### config.mk
export PLATFORM = sky130hd
export DESIGN_NAME = fpnew_opgroup_vec_sequencer
export DESIGN_NICKNAME = d
export VERILOG_FILES = /design/src/rtl/fpnew_pkg.sv /design/src/rtl/fpnew_vseq_lane_buffer.sv /design/src/rtl/fpnew_opgroup_vec_sequencer.sv
export SDC_FILE = /design/constraint.sdc
export NUM_CORES = 1
export LEC_CHECK = 0
export ABC_AREA = 1
export BUFFER_PORTS_ARGS = -buffer_cell sky130_fd_sc_hd__buf_4
export CAP_MARGIN = 15
export CORE_MARGIN = 2
export CORE_UTILIZATION = 45
export DETAILED_ROUTE_END_ITERATION = 10
export GPL_ROUTABILITY_DRIVEN = 0
export PLACE_DENSITY = 0.79
export SLEW_MARGIN = 25
export SYNTH_ARGS = -nofsm -noshare
export SYNTH_HDL_FRONTEND = slang
export SYNTH_HIERARCHICAL = 1
export SYNTH_SLANG_ARGS = --single-unit
### constraint.sdc
create_clock -name clk_i -period 1.93 [get_ports clk_i]
set_input_delay 0.4825 -clock clk_i [delete_from_list [all_inputs] [get_ports clk_i]]
set_output_delay 0.4825 -clock clk_i [all_outputs]
set_load 0.05 [all_outputs]
### src/rtl/fpnew_pkg.sv
// Shared types and helpers for the FP slice front-ends: formats, rounding
// modes, operations, status flags and the vector sequencer state encoding.
package fpnew_pkg;

  typedef enum logic [2:0] {
    FP32    = 3'd0,
    FP64    = 3'd1,
    FP16    = 3'd2,
    FP8     = 3'd3,
    FP16ALT = 3'd4
  } fp_format_e;

  typedef enum logic [2:0] {
    RNE = 3'b000,
    RTZ = 3'b001,
    RDN = 3'b010,
    RUP = 3'b011,
    RMM = 3'b100,
    DYN = 3'b111
  } roundmode_e;

  typedef enum logic [3:0] {
    FMADD, FNMSUB, ADD, MUL, DIV, SQRT, SGNJ, MINMAX,
    CMP, CLASSIFY, F2F, F2I, I2F, CPKAB, CPKCD
  } operation_e;

  typedef struct packed {
    logic NV;
    logic DZ;
    logic OF;
    logic UF;
    logic NX;
  } status_t;

  typedef enum logic [1:0] {
    IDLE = 2'd0,
    BUSY = 2'd1,
    DONE = 2'd2
  } vseq_state_e;

  // Bit width of one value in the given format.
  function automatic int unsigned fp_width(fp_format_e fmt);
    case (fmt)
      FP64:          return 64;
      FP32:          return 32;
      FP16, FP16ALT: return 16;
      FP8:           return 8;
      default:       return 32;
    endcase
  endfunction

  // Number of lanes that fit in a datapath; a scalar-only slice has one lane.
  function automatic int unsigned num_lanes(int unsigned width, fp_format_e fmt, logic vec);
    int unsigned n;
    n = vec ? (width / fp_width(fmt)) : 1;
    return (n == 0) ? 1 : n;
  endfunction

endpackage

### src/rtl/fpnew_vseq_lane_buffer.sv
// Holds the result and status returned by one lane until the merged result
// has been consumed. Clear wins over capture so a flushed op leaves nothing.
module fpnew_vseq_lane_buffer
  import fpnew_pkg::*;
#(
  parameter int unsigned DataWidth = 32
) (
  input  logic                 clk_i,
  input  logic                 rst_i,
  input  logic                 clear_i,
  input  logic                 capture_i,
  input  logic [DataWidth-1:0] result_i,
  input  status_t              status_i,
  output logic [DataWidth-1:0] result_o,
  output status_t              status_o
);

  // Capture on the lane's result handshake, otherwise hold.
  always_ff @(posedge clk_i) begin
    if (rst_i || clear_i) begin
      result_o <= '0;
      status_o <= '0;
    end else if (capture_i) begin
      result_o <= result_i;
      status_o <= status_i;
    end
  end

endmodule

### src/rtl/fpnew_opgroup_vec_sequencer.sv
// Front-end for variable-latency opgroups. Accepts one scalar or vector op,
// issues each active lane to its own external unit, gathers the lane results
// in any order and emits a single merged result with NaN-boxed/sign-extended
// filler for unused lanes and OR-collapsed status.
// Optional feature: define FPNEW_VSEQ_LANE_MASK_EN to honour lane_mask_i for
// partial vectors; without it a vector op activates every lane.
module fpnew_opgroup_vec_sequencer
  import fpnew_pkg::*;
#(
  parameter fp_format_e  FpFormat      = FP32,
  parameter int unsigned Width         = 32,
  parameter logic        EnableVectors = 1'b1,
  parameter int unsigned NumOperands   = 2,
  parameter type         TagType       = logic,
  localparam int unsigned FP_WIDTH     = fp_width(FpFormat),
  localparam int unsigned NUM_LANES    = num_lanes(Width, FpFormat, EnableVectors)
) (
  input  logic                                              clk_i,
  input  logic                                              rst_i,
  input  logic [NumOperands-1:0][Width-1:0]                 operands_i,
  input  roundmode_e                                        rnd_mode_i,
  input  operation_e                                        op_i,
  input  logic                                              op_mod_i,
  input  logic                                              vectorial_op_i,
  input  logic [NUM_LANES-1:0]                              lane_mask_i,
  input  TagType                                            tag_i,
  input  logic                                              in_valid_i,
  output logic                                              in_ready_o,
  input  logic                                              flush_i,
  output logic [NUM_LANES-1:0]                              lane_valid_o,
  input  logic [NUM_LANES-1:0]                              lane_ready_i,
  output logic [NUM_LANES-1:0][NumOperands-1:0][FP_WIDTH-1:0] lane_operands_o,
  output roundmode_e                                        lane_rnd_mode_o,
  output operation_e                                        lane_op_o,
  output logic                                              lane_op_mod_o,
  output logic                                              lane_flush_o,
  input  logic [NUM_LANES-1:0]                              lane_res_valid_i,
  output logic [NUM_LANES-1:0]                              lane_res_ready_o,
  input  logic [NUM_LANES-1:0][FP_WIDTH-1:0]                lane_result_i,
  input  status_t [NUM_LANES-1:0]                           lane_status_i,
  input  logic [NUM_LANES-1:0]                              lane_ext_bit_i,
  output logic [Width-1:0]                                  result_o,
  output status_t                                           status_o,
  output logic                                              extension_bit_o,
  output TagType                                            tag_o,
  output logic                                              out_valid_o,
  input  logic                                              out_ready_i,
  output logic                                              busy_o
);

  vseq_state_e state_q, state_d;

  logic [NUM_LANES-1:0] pend_issue_q, pend_issue_d;
  logic [NUM_LANES-1:0] pend_res_q, pend_res_d;
  logic [NUM_LANES-1:0] act_q, act_d;
  logic [NUM_LANES-1:0] new_act;
  logic [NUM_LANES-1:0] res_hs;
  logic                 accept;
  logic                 clear_buf;
  logic                 ext0_q;
  TagType               tag_q;

  logic [NUM_LANES-1:0][FP_WIDTH-1:0] buf_result;
  status_t [NUM_LANES-1:0]            buf_status;

  // Some input bits only matter in certain configurations (lane mask without
  // the mask feature, ext bits of lanes above 0, spare operand bits); they are
  // collected here so every input bit has a reader.
  logic unused_inputs;
  assign unused_inputs = ^{lane_mask_i, lane_ext_bit_i, operands_i};

  // Lanes taking part in the incoming op; lane 0 is always active.
  always_comb begin
    new_act    = '0;
    new_act[0] = 1'b1;
    if (vectorial_op_i && EnableVectors) begin
`ifdef FPNEW_VSEQ_LANE_MASK_EN
      new_act = lane_mask_i;
      new_act[0] = 1'b1;
`else
      new_act = '1;
`endif
    end
  end

  // Next-state, lane handshakes and upstream/downstream handshakes; flush
  // overrides everything else in the same cycle.
  always_comb begin
    state_d          = state_q;
    pend_issue_d     = pend_issue_q;
    pend_res_d       = pend_res_q;
    act_d            = act_q;
    in_ready_o       = 1'b0;
    out_valid_o      = 1'b0;
    lane_valid_o     = '0;
    lane_res_ready_o = '0;
    res_hs           = '0;
    accept           = 1'b0;
    clear_buf        = 1'b0;

    case (state_q)
      IDLE: begin
        in_ready_o = ~rst_i & ~flush_i;
        if (in_valid_i && !rst_i && !flush_i) begin
          accept       = 1'b1;
          clear_buf    = 1'b1;
          act_d        = new_act;
          pend_issue_d = new_act;
          pend_res_d   = new_act;
          state_d      = BUSY;
        end
      end
      BUSY: begin
        if (!flush_i) begin
          lane_valid_o     = pend_issue_q;
          lane_res_ready_o = pend_res_q;
          res_hs           = pend_res_q & lane_res_valid_i;
          pend_issue_d     = pend_issue_q & ~lane_ready_i;
          pend_res_d       = pend_res_q & ~res_hs;
          if ((pend_issue_d == '0) && (pend_res_d == '0)) begin
            state_d = DONE;
          end
        end
      end
      DONE: begin
        out_valid_o = ~flush_i;
        if (out_ready_i && !flush_i) begin
          state_d = IDLE;
        end
      end
      default: state_d = IDLE;
    endcase

    if (flush_i) begin
      state_d      = IDLE;
      pend_issue_d = '0;
      pend_res_d   = '0;
      act_d        = '0;
      clear_buf    = 1'b1;
    end
  end

  // State and lane bookkeeping registers.
  always_ff @(posedge clk_i) begin
    if (rst_i) begin
      state_q      <= IDLE;
      pend_issue_q <= '0;
      pend_res_q   <= '0;
      act_q        <= '0;
    end else begin
      state_q      <= state_d;
      pend_issue_q <= pend_issue_d;
      pend_res_q   <= pend_res_d;
      act_q        <= act_d;
    end
  end

  // Operands, controls and tag are latched at accept and held for the lanes.
  always_ff @(posedge clk_i) begin
    if (rst_i) begin
      lane_operands_o <= '0;
      lane_rnd_mode_o <= RNE;
      lane_op_o       <= FMADD;
      lane_op_mod_o   <= 1'b0;
      tag_q           <= '0;
    end else if (accept) begin
      for (int unsigned l = 0; l < NUM_LANES; l++) begin
        for (int unsigned k = 0; k < NumOperands; k++) begin
          lane_operands_o[l][k] <= operands_i[k][l*FP_WIDTH +: FP_WIDTH];
        end
      end
      lane_rnd_mode_o <= rnd_mode_i;
      lane_op_o       <= op_i;
      lane_op_mod_o   <= op_mod_i;
      tag_q           <= tag_i;
    end
  end

  // Lane 0's extension bit decides the filler for unused lanes and upper bits.
  always_ff @(posedge clk_i) begin
    if (rst_i || clear_buf) begin
      ext0_q <= 1'b0;
    end else if (res_hs[0]) begin
      ext0_q <= lane_ext_bit_i[0];
    end
  end

  for (genvar l = 0; l < NUM_LANES; l++) begin : gen_lane_buf
    fpnew_vseq_lane_buffer #(
      .DataWidth (FP_WIDTH)
    ) i_lane_buffer (
      .clk_i     (clk_i),
      .rst_i     (rst_i),
      .clear_i   (clear_buf),
      .capture_i (res_hs[l]),
      .result_i  (lane_result_i[l]),
      .status_i  (lane_status_i[l]),
      .result_o  (buf_result[l]),
      .status_o  (buf_status[l])
    );
  end

  // Merge: active lanes in index order, everything else filled with ext0;
  // only active lanes contribute status.
  always_comb begin
    result_o = {Width{ext0_q}};
    status_o = '0;
    for (int unsigned l = 0; l < NUM_LANES; l++) begin
      if (act_q[l]) begin
        result_o[l*FP_WIDTH +: FP_WIDTH] = buf_result[l];
        status_o = status_t'(status_o | buf_status[l]);
      end
    end
  end

  assign extension_bit_o = ext0_q;
  assign tag_o           = tag_q;
  assign lane_flush_o    = flush_i;
  assign busy_o          = (state_q != IDLE);

endmodule

==> impl_metrics.json, run 1 <==
{
  "sw_share_pct": 25.2,
  "avgSynthCellArea_sq_um": 7.55,
  "yosysWarningCount": 6,
  "maxClockFrequency_ghz": 0.537,
  "syn2layout_area_growth_pct": 43.2,
  "peakVddDrop_uv": 664,
  "wl_per_cell_um": 13.4,
  "timing.critical_path.max_delay_family": "buffers and inverters",
  "critPathLaunchType": "flip-flop",
  "detailroute.via_count": 5061,
  "dpl.hpwl_um": 9310,
  "finalHoldWorstSlack_ns": 0.335,
  "io_pins": 237,
  "critical_path_required_ns": 1.45,
  "firstDrtPassIters": 4,
  "ys_seq_elements": 116,
  "timing.critical_path.fanout_max": 16,
  "hold_viol_final": 0,
  "fin_setup_tns_ns": 0,
  "diodes": 0,
  "synth_compound_gate_area_share_pct": 7.43,
  "post_route_cells_drive_above_1_share_pct": 38.1,
  "clock_sink_count": 116,
  "routed_wirelength_um": 14200,
  "1st_iter_drt_viols": 388,
  "post-route-drc-count": 0,
  "synth.top_cells.by_area": "sky130_fd_sc_hd__dfxtp_1, sky130_fd_sc_hd__nand2_1, sky130_fd_sc_hd__nand3_2, sky130_fd_sc_hd__a21oi_1, sky130_fd_sc_hd__nor2_1",
  "critical_path.cell_chain": "inv_1 -> nand2_2 -> clkbuf_16 -> nand2_1 -> buf_4",
  "syn_area_sq_mm": 0.00525,
  "nNetsFinal": 1027,
  "xor_xnor_fraction_of_synth_area_pct": 0,
  "power.share.combinational_pct": 13.5,
  "die-height_um": 112,
  "cp.buffers_inverters": 3,
  "power.internal_w": 0.00453,
  "worst_slew_pin_slew_ns": 0.510,
  "antenna_violating_nets_post_route": 0,
  "setup_violations": 0,
  "end_kind": "primary output",
  "place_ws_ns": 0.0902,
  "cts_buffer_depth": 2,
  "post_cts_buffers": 0,
  "startpoint": "act_q$_SDFFE_PP0P_",
  "max_slew_margin_pct": 66.0,
  "cts_inserted_buffers": 17,
  "gr-total-overflow": 0,
  "chipWidth_um": 112,
  "placement.cell_area_sq_mm": 0.00697,
  "timing.critical_path.arrival_ns": 1.38,
  "clk_pin_slew_worst_paths_ns": 0.05,
  "portBuffers": 234,
  "synth.mux.area_fraction_pct": 0,
  "timing.critical_path.slowest_stage_cell": "sky130_fd_sc_hd__dfxtp_2",
  "synth_top_area_share_pct": 44.2,
  "r2r-start": "state_q[1]$_SDFFE_PP0P_",
  "critical_path.max_stage_delay_ns": 0.33,
  "cts_resized": 0,
  "avgViaCountPerCell": 4.77,
  "power_per_cell_area_mw_per_mm2": 805,
  "grt_setup_unrepaired": "no",
  "mappedNetlistNets": 816,
  "power_leakage_nw": 3.47,
  "setup_cp_type": "reg -> out",
  "core_area_sq_mm": 0.0114,
  "grt_antenna_before_repair": 0,
  "floorplan_die_area_sq_mm": 0.0126,
  "most-common-layout-cells": "sky130_fd_sc_hd__nand2_1, sky130_fd_sc_hd__buf_4, sky130_fd_sc_hd__dfxtp_1",
  "ctsHtreeMaxLevel": 4,
  "post_synth_fa_ha_maj_area_fraction_pct": 0,
  "track_usage_pct": 22.2,
  "via_count_of_the_first_global_routing_pass": 4730,
  "fin_ws_ns": 0.0688,
  "first_pass_grt_wire_length_um": 22400,
  "pwr-share-seq_pct": 41.0,
  "tritoncts": "built",
  "start_util_pct": 46.0,
  "cap_violations": 0,
  "synthesized_instance_count": 696,
  "power.share.clock_pct": 45.5,
  "main_combinational_cell_family_by_area_after_synthesis": "simple AND/OR/NAND/NOR gates",
  "fin_skew_ns": 0.00487,
  "root_buffer": "sky130_fd_sc_hd__clkbuf_16",
  "placementRows": 39,
  "share_of_synthesized_cell_area_in_and_or_nand_and_nor_gates_pct": 37.2,
  "fin_area_sq_mm": 0.00752,
  "final.period_utilization_pct": 96.4,
  "outcome": "finished, final reports clean",
  "pin_count_of_the_biggest_net_entering_global_routing": 78,
  "synth.largest_area_cell": "sky130_fd_sc_hd__dfxtp_1",
  "clk-insertion-delay-late_ns": 0.41,
  "switching_power_w": 0.00153,
  "yosys.cell_types.count": 22,
  "worst_hold_startpoint": "operands_i[38]",
  "finalCriticalPeriod_ns": 1.86,
  "final-max-slew-violation-count": 0,
  "min-delay-path-class": "in -> reg",
  "share_of_the_yosys_chip_area_belonging_to_registers_pct": 44.2,
  "cts_hold_buf": 0
}
[logic make-up after synthesis]
logic type | after synthesis
AOI/OAI and AO/OA | 78
and+or+nand+nor | 397
buffers and inverters | 105
DFF | 116
[stage by stage]
| stage | total power [W] | std cells | util [%] |
|---|---|---|---|
| 2_1_floorplan | 0.00303 | 696 | - |
| 3_3_place_gp | 0.00334 | 1030 | 61.0 |
| 3_5_place_dp | 0.00335 | 1030 | 61.0 |
| 4_1_cts | 0.00612 | 1061 | 65.6 |
| 5_1_grt | 0.00628 | 1062 | 65.9 |
| 6_report | 0.00605 | 1062 | 65.9 |
[path summary, 6_finish.rpt]
kind | end | slack (ns) | cells after the start
setup / recovery | result_o[19] | 0.07 | 5
hold reg to reg | lane_operands_o[54]$_SDFFE_PP0P_ | 0.46 | 2
setup reg to reg | gen_lane_buf[0].i_lane_buffer/result_o[30]$_SDFFE_PP0P_ | 0.36 | 9
hold / removal | lane_operands_o[38]$_SDFFE_PP0P_ | 0.34 | 3
[power groups by stage]
stage	sequential [W]	combinational, W	clock, W
2_1_floorplan	0.00270	0.000334	0
3_3_place_gp	0.00253	0.000813	0
3_5_place_dp	0.00253	0.000819	0
4_1_cts	0.00248	0.000823	0.00281
5_1_grt	0.00249	0.000876	0.00292
6_report	0.00248	0.000818	0.00275
[Yosys cell counts]
| cell type | instances |
|---|---|
| sky130_fd_sc_hd__buf_12 | 7 |
| sky130_fd_sc_hd__nand3_2 | 61 |
| sky130_fd_sc_hd__inv_2 | 2 |
| sky130_fd_sc_hd__nand2_1 | 235 |
| sky130_fd_sc_hd__buf_6 | 4 |
| sky130_fd_sc_hd__buf_1 | 5 |
| sky130_fd_sc_hd__nor2_2 | 8 |
| sky130_fd_sc_hd__clkbuf_1 | 15 |
| sky130_fd_sc_hd__a21oi_1 | 76 |
| sky130_fd_sc_hd__nor3_1 | 4 |
| sky130_fd_sc_hd__or2_2 | 1 |
| sky130_fd_sc_hd__nor2_4 | 2 |
| sky130_fd_sc_hd__nor2_1 | 69 |
| sky130_fd_sc_hd__nor2_8 | 1 |
| sky130_fd_sc_hd__clkbuf_4 | 1 |
| sky130_fd_sc_hd__inv_1 | 52 |
| sky130_fd_sc_hd__nand3_1 | 15 |
| sky130_fd_sc_hd__dfxtp_1 | 116 |
| sky130_fd_sc_hd__nand3b_1 | 1 |
| sky130_fd_sc_hd__o21ai_0 | 2 |
| sky130_fd_sc_hd__buf_2 | 10 |
| sky130_fd_sc_hd__buf_4 | 9 |
[layer usage]
| metal | GRT usage, % | vias to the layer above | share of wire (%) |
|---|---|---|---|
| met5 | 0 | - | 0 |
| met4 | 9.84 | 0 | 2.7 |
| met3 | 10.4 | 29 | 10 |
| met2 | 35.2 | 199 | 47 |
| met1 | 26.0 | 2249 | 41 |
| li1 | - | 2584 | - |
[layout make-up]
class,count,area (sq um)
clock buffers,26,499
clock inverters,5,25.0
fillers,1005,3890
inverters,54,203
multi-input cells,475,2360
flip-flops and latches,116,2320
well taps,143,179
repair buffers,243,1930
[worst min-delay path, stage by stage]
cell and delay (ns):
sky130_fd_sc_hd__buf_4 0.11, sky130_fd_sc_hd__nand3_2 0.05, sky130_fd_sc_hd__a21oi_1 0.05
[registers in the layout, indices dropped and copies added, names as in the netlist]
register                             cells
lane_rnd_mode_o                          3
act_q                                    1
tag_o                                    1
pend_issue_q                             1
lane_op_o                                4
pend_res_q                               1
lane_operands_o                         64
gen_lane_buf.i_lane_buffer/result_o     32
gen_lane_buf.i_lane_buffer/status_o      5
extension_bit_o                          1
lane_op_mod_o                            1
state_q                                  2
Power figures use the tool's default switching activity.
==> run 2: changes to the inputs <==
- CTS_BUF_LIST: unset -> sky130_fd_sc_hd__clkbuf_8 sky130_fd_sc_hd__clkbuf_16
==> run 2 against run 1 <==
Net effect:
- non-clock buffer count stayed put
- sequential power hardly changed
- critical path depth stayed put
- power is 0.45% lower
- count of clock-buffer cells in the layout is 5 lower
- sequential cell count stayed put
- setup slack better by 0.0025 ns
- global-route usage stayed put
- hold slack hardly changed
- critical endpoint unchanged
- highest routed layer unchanged
==> impl_metrics.json, run 2 (synthesis results as in run 1) <==
{
  "total_power_w": 0.00603,
  "flip_flop_count_of_the_largest_register_all_copies_and_words_added": 64,
  "cts_inserted_buffers": 17,
  "antenna_violating_nets_post_route": 0,
  "ff2ff_setup_slack_ns": 0.37,
  "post-route-drc-count": 0,
  "final_core_util_pct": 65.9,
  "dpl.hpwl_um": 9310,
  "critPathLaunchType": "flip-flop",
  "top_register_by_number_of_flip_flops": "lane_operands_o",
  "nNetsFinal": 1027,
  "setup_cp_type": "reg -> out",
  "post_route_cells_drive_above_1_share_pct": 38.1,
  "diodes": 0,
  "detailroute.via_count": 5059,
  "gr-total-overflow": 0,
  "clock_sink_count": 116,
  "first_pass_grt_wire_length_um": 22400,
  "final.period_utilization_pct": 96.3,
  "end_kind": "primary output",
  "root_buffer": "sky130_fd_sc_hd__clkbuf_16",
  "max_slew_margin_pct": 66.2,
  "critical_path.cell_chain": "inv_1 -> nand2_2 -> clkbuf_16 -> nand2_1 -> buf_4",
  "fin_setup_tns_ns": 0,
  "finalHoldWorstSlack_ns": 0.335,
  "io_pins": 237,
  "clk_pin_slew_worst_paths_ns": 0.05,
  "setup_violations": 0,
  "wl_per_cell_um": 13.4,
  "track_usage_pct": 22.2,
  "critical_path_required_ns": 1.45,
  "tritoncts": "built",
  "routed_wirelength_um": 14200,
  "via_count_of_the_first_global_routing_pass": 4730,
  "critical_path.max_stage_delay_ns": 0.33,
  "avgViaCountPerCell": 4.76,
  "most-common-layout-cells": "sky130_fd_sc_hd__nand2_1, sky130_fd_sc_hd__buf_4, sky130_fd_sc_hd__dfxtp_1",
  "outcome": "finished, final reports clean",
  "syn2layout_area_growth_pct": 43.2,
  "peakVddDrop_uv": 664,
  "post_cts_buffers": 0,
  "ctsHtreeMaxLevel": 4,
  "hold_viol_final": 0,
  "maxClockFrequency_ghz": 0.538,
  "largest_registers": "lane_operands_o (64), gen_lane_buf.i_lane_buffer/result_o (32), gen_lane_buf.i_lane_buffer/status_o (5)",
  "cts_buffer_depth": 2,
  "grt_antenna_before_repair": 0,
  "fin_skew_ns": 0.00469,
  "firstDrtPassIters": 4,
  "pin_count_of_the_biggest_net_entering_global_routing": 78,
  "timing.critical_path.slowest_stage_cell": "sky130_fd_sc_hd__dfxtp_2",
  "power_per_cell_area_mw_per_mm2": 801,
  "start_util_pct": 46.0,
  "clk-insertion-delay-late_ns": 0.41,
  "worst_slew_pin_slew_ns": 0.507,
  "1st_iter_drt_viols": 379,
  "core_area_sq_mm": 0.0114,
  "timing.critical_path.arrival_ns": 1.38,
  "min-delay-path-class": "in -> reg",
  "placementRows": 39,
  "final-max-slew-violation-count": 0,
  "power_leakage_nw": 3.50,
  "timing.critical_path.fanout_max": 16,
  "die-height_um": 112,
  "floorplan_die_area_sq_mm": 0.0126,
  "portBuffers": 234,
  "chipWidth_um": 112,
  "cap_violations": 0,
  "grt_setup_unrepaired": "no",
  "finalCriticalPeriod_ns": 1.86
}
==> run 2: worst max-delay path, delay by kind of cell (launching register included) <==
kind / cells / cell delay (ns)
buffers and inverters: 3 / 0.48
and+or+nand+nor: 2 / 0.16
DFF: 1 / 0.33
==> run 2: final timing paths <==
path | start | end | depth (start not counted)
worst max-delay path | act_q$_SDFFE_PP0P_ | result_o[19] | 5
worst min-delay path | operands_i[0] | lane_operands_o[0]$_SDFFE_PP0P_ | 3
worst max register to register | state_q[1]$_SDFFE_PP0P_ | gen_lane_buf[0].i_lane_buffer/result_o[31]$_SDFFE_PP0P_ | 9
worst min register to register | lane_operands_o[54]$_SDFFE_PP0P_ | lane_operands_o[54]$_SDFFE_PP0P_ | 2
==> run 2: timing repair <==
action | CTS | global route
endpoints found under the setup margin | 0 | 33
hold endpoints to repair | 0 | 0
hold buffers | 0 | 0
resized for setup | 0 | 3
==> run 2: area by class of cell <==
class / instances / area [sq um]
sequential: 116 / 2320
clock buffer: 21 / 480
clock inverter: 10 / 43.8
multi-input combinational: 475 / 2360
timing repair buffer: 243 / 1930
tap: 143 / 179
fill: 1005 / 3890
inverter: 54 / 203
==> run 2: through the flow <==
step / setup WS, ns / cells / cell area (sq um)
6_report: 0.0713 / 1062 / 7520
5_1_grt: 0.00146 / 1062 / 7520
4_1_cts: 0.0137 / 1061 / 7490
3_5_place_dp: 0.0902 / 1030 / 6970
3_3_place_gp: 0.138 / 1030 / 6970
2_1_floorplan: 0.0416 / 696 / 5270
==> run 2: power breakdown <==
| group | total [W] | switching [W] | internal, W | leakage (nW) |
|---|---|---|---|---|
| sequential | 0.00248 | 0.0000285 | 0.00245 | 0.939 |
| clock | 0.00273 | 0.00100 | 0.00173 | 0.284 |
| combinational | 0.000818 | 0.000500 | 0.000318 | 2.27 |
==> run 2: metal layers <==
layer	GRT usage [%]	vias to the layer above	part of all wire, %
met5	0	-	0
met4	9.84	0	2.6
met3	10.4	31	10
met2	35.2	193	47
met1	26.0	2247	41
li1	-	2588	-
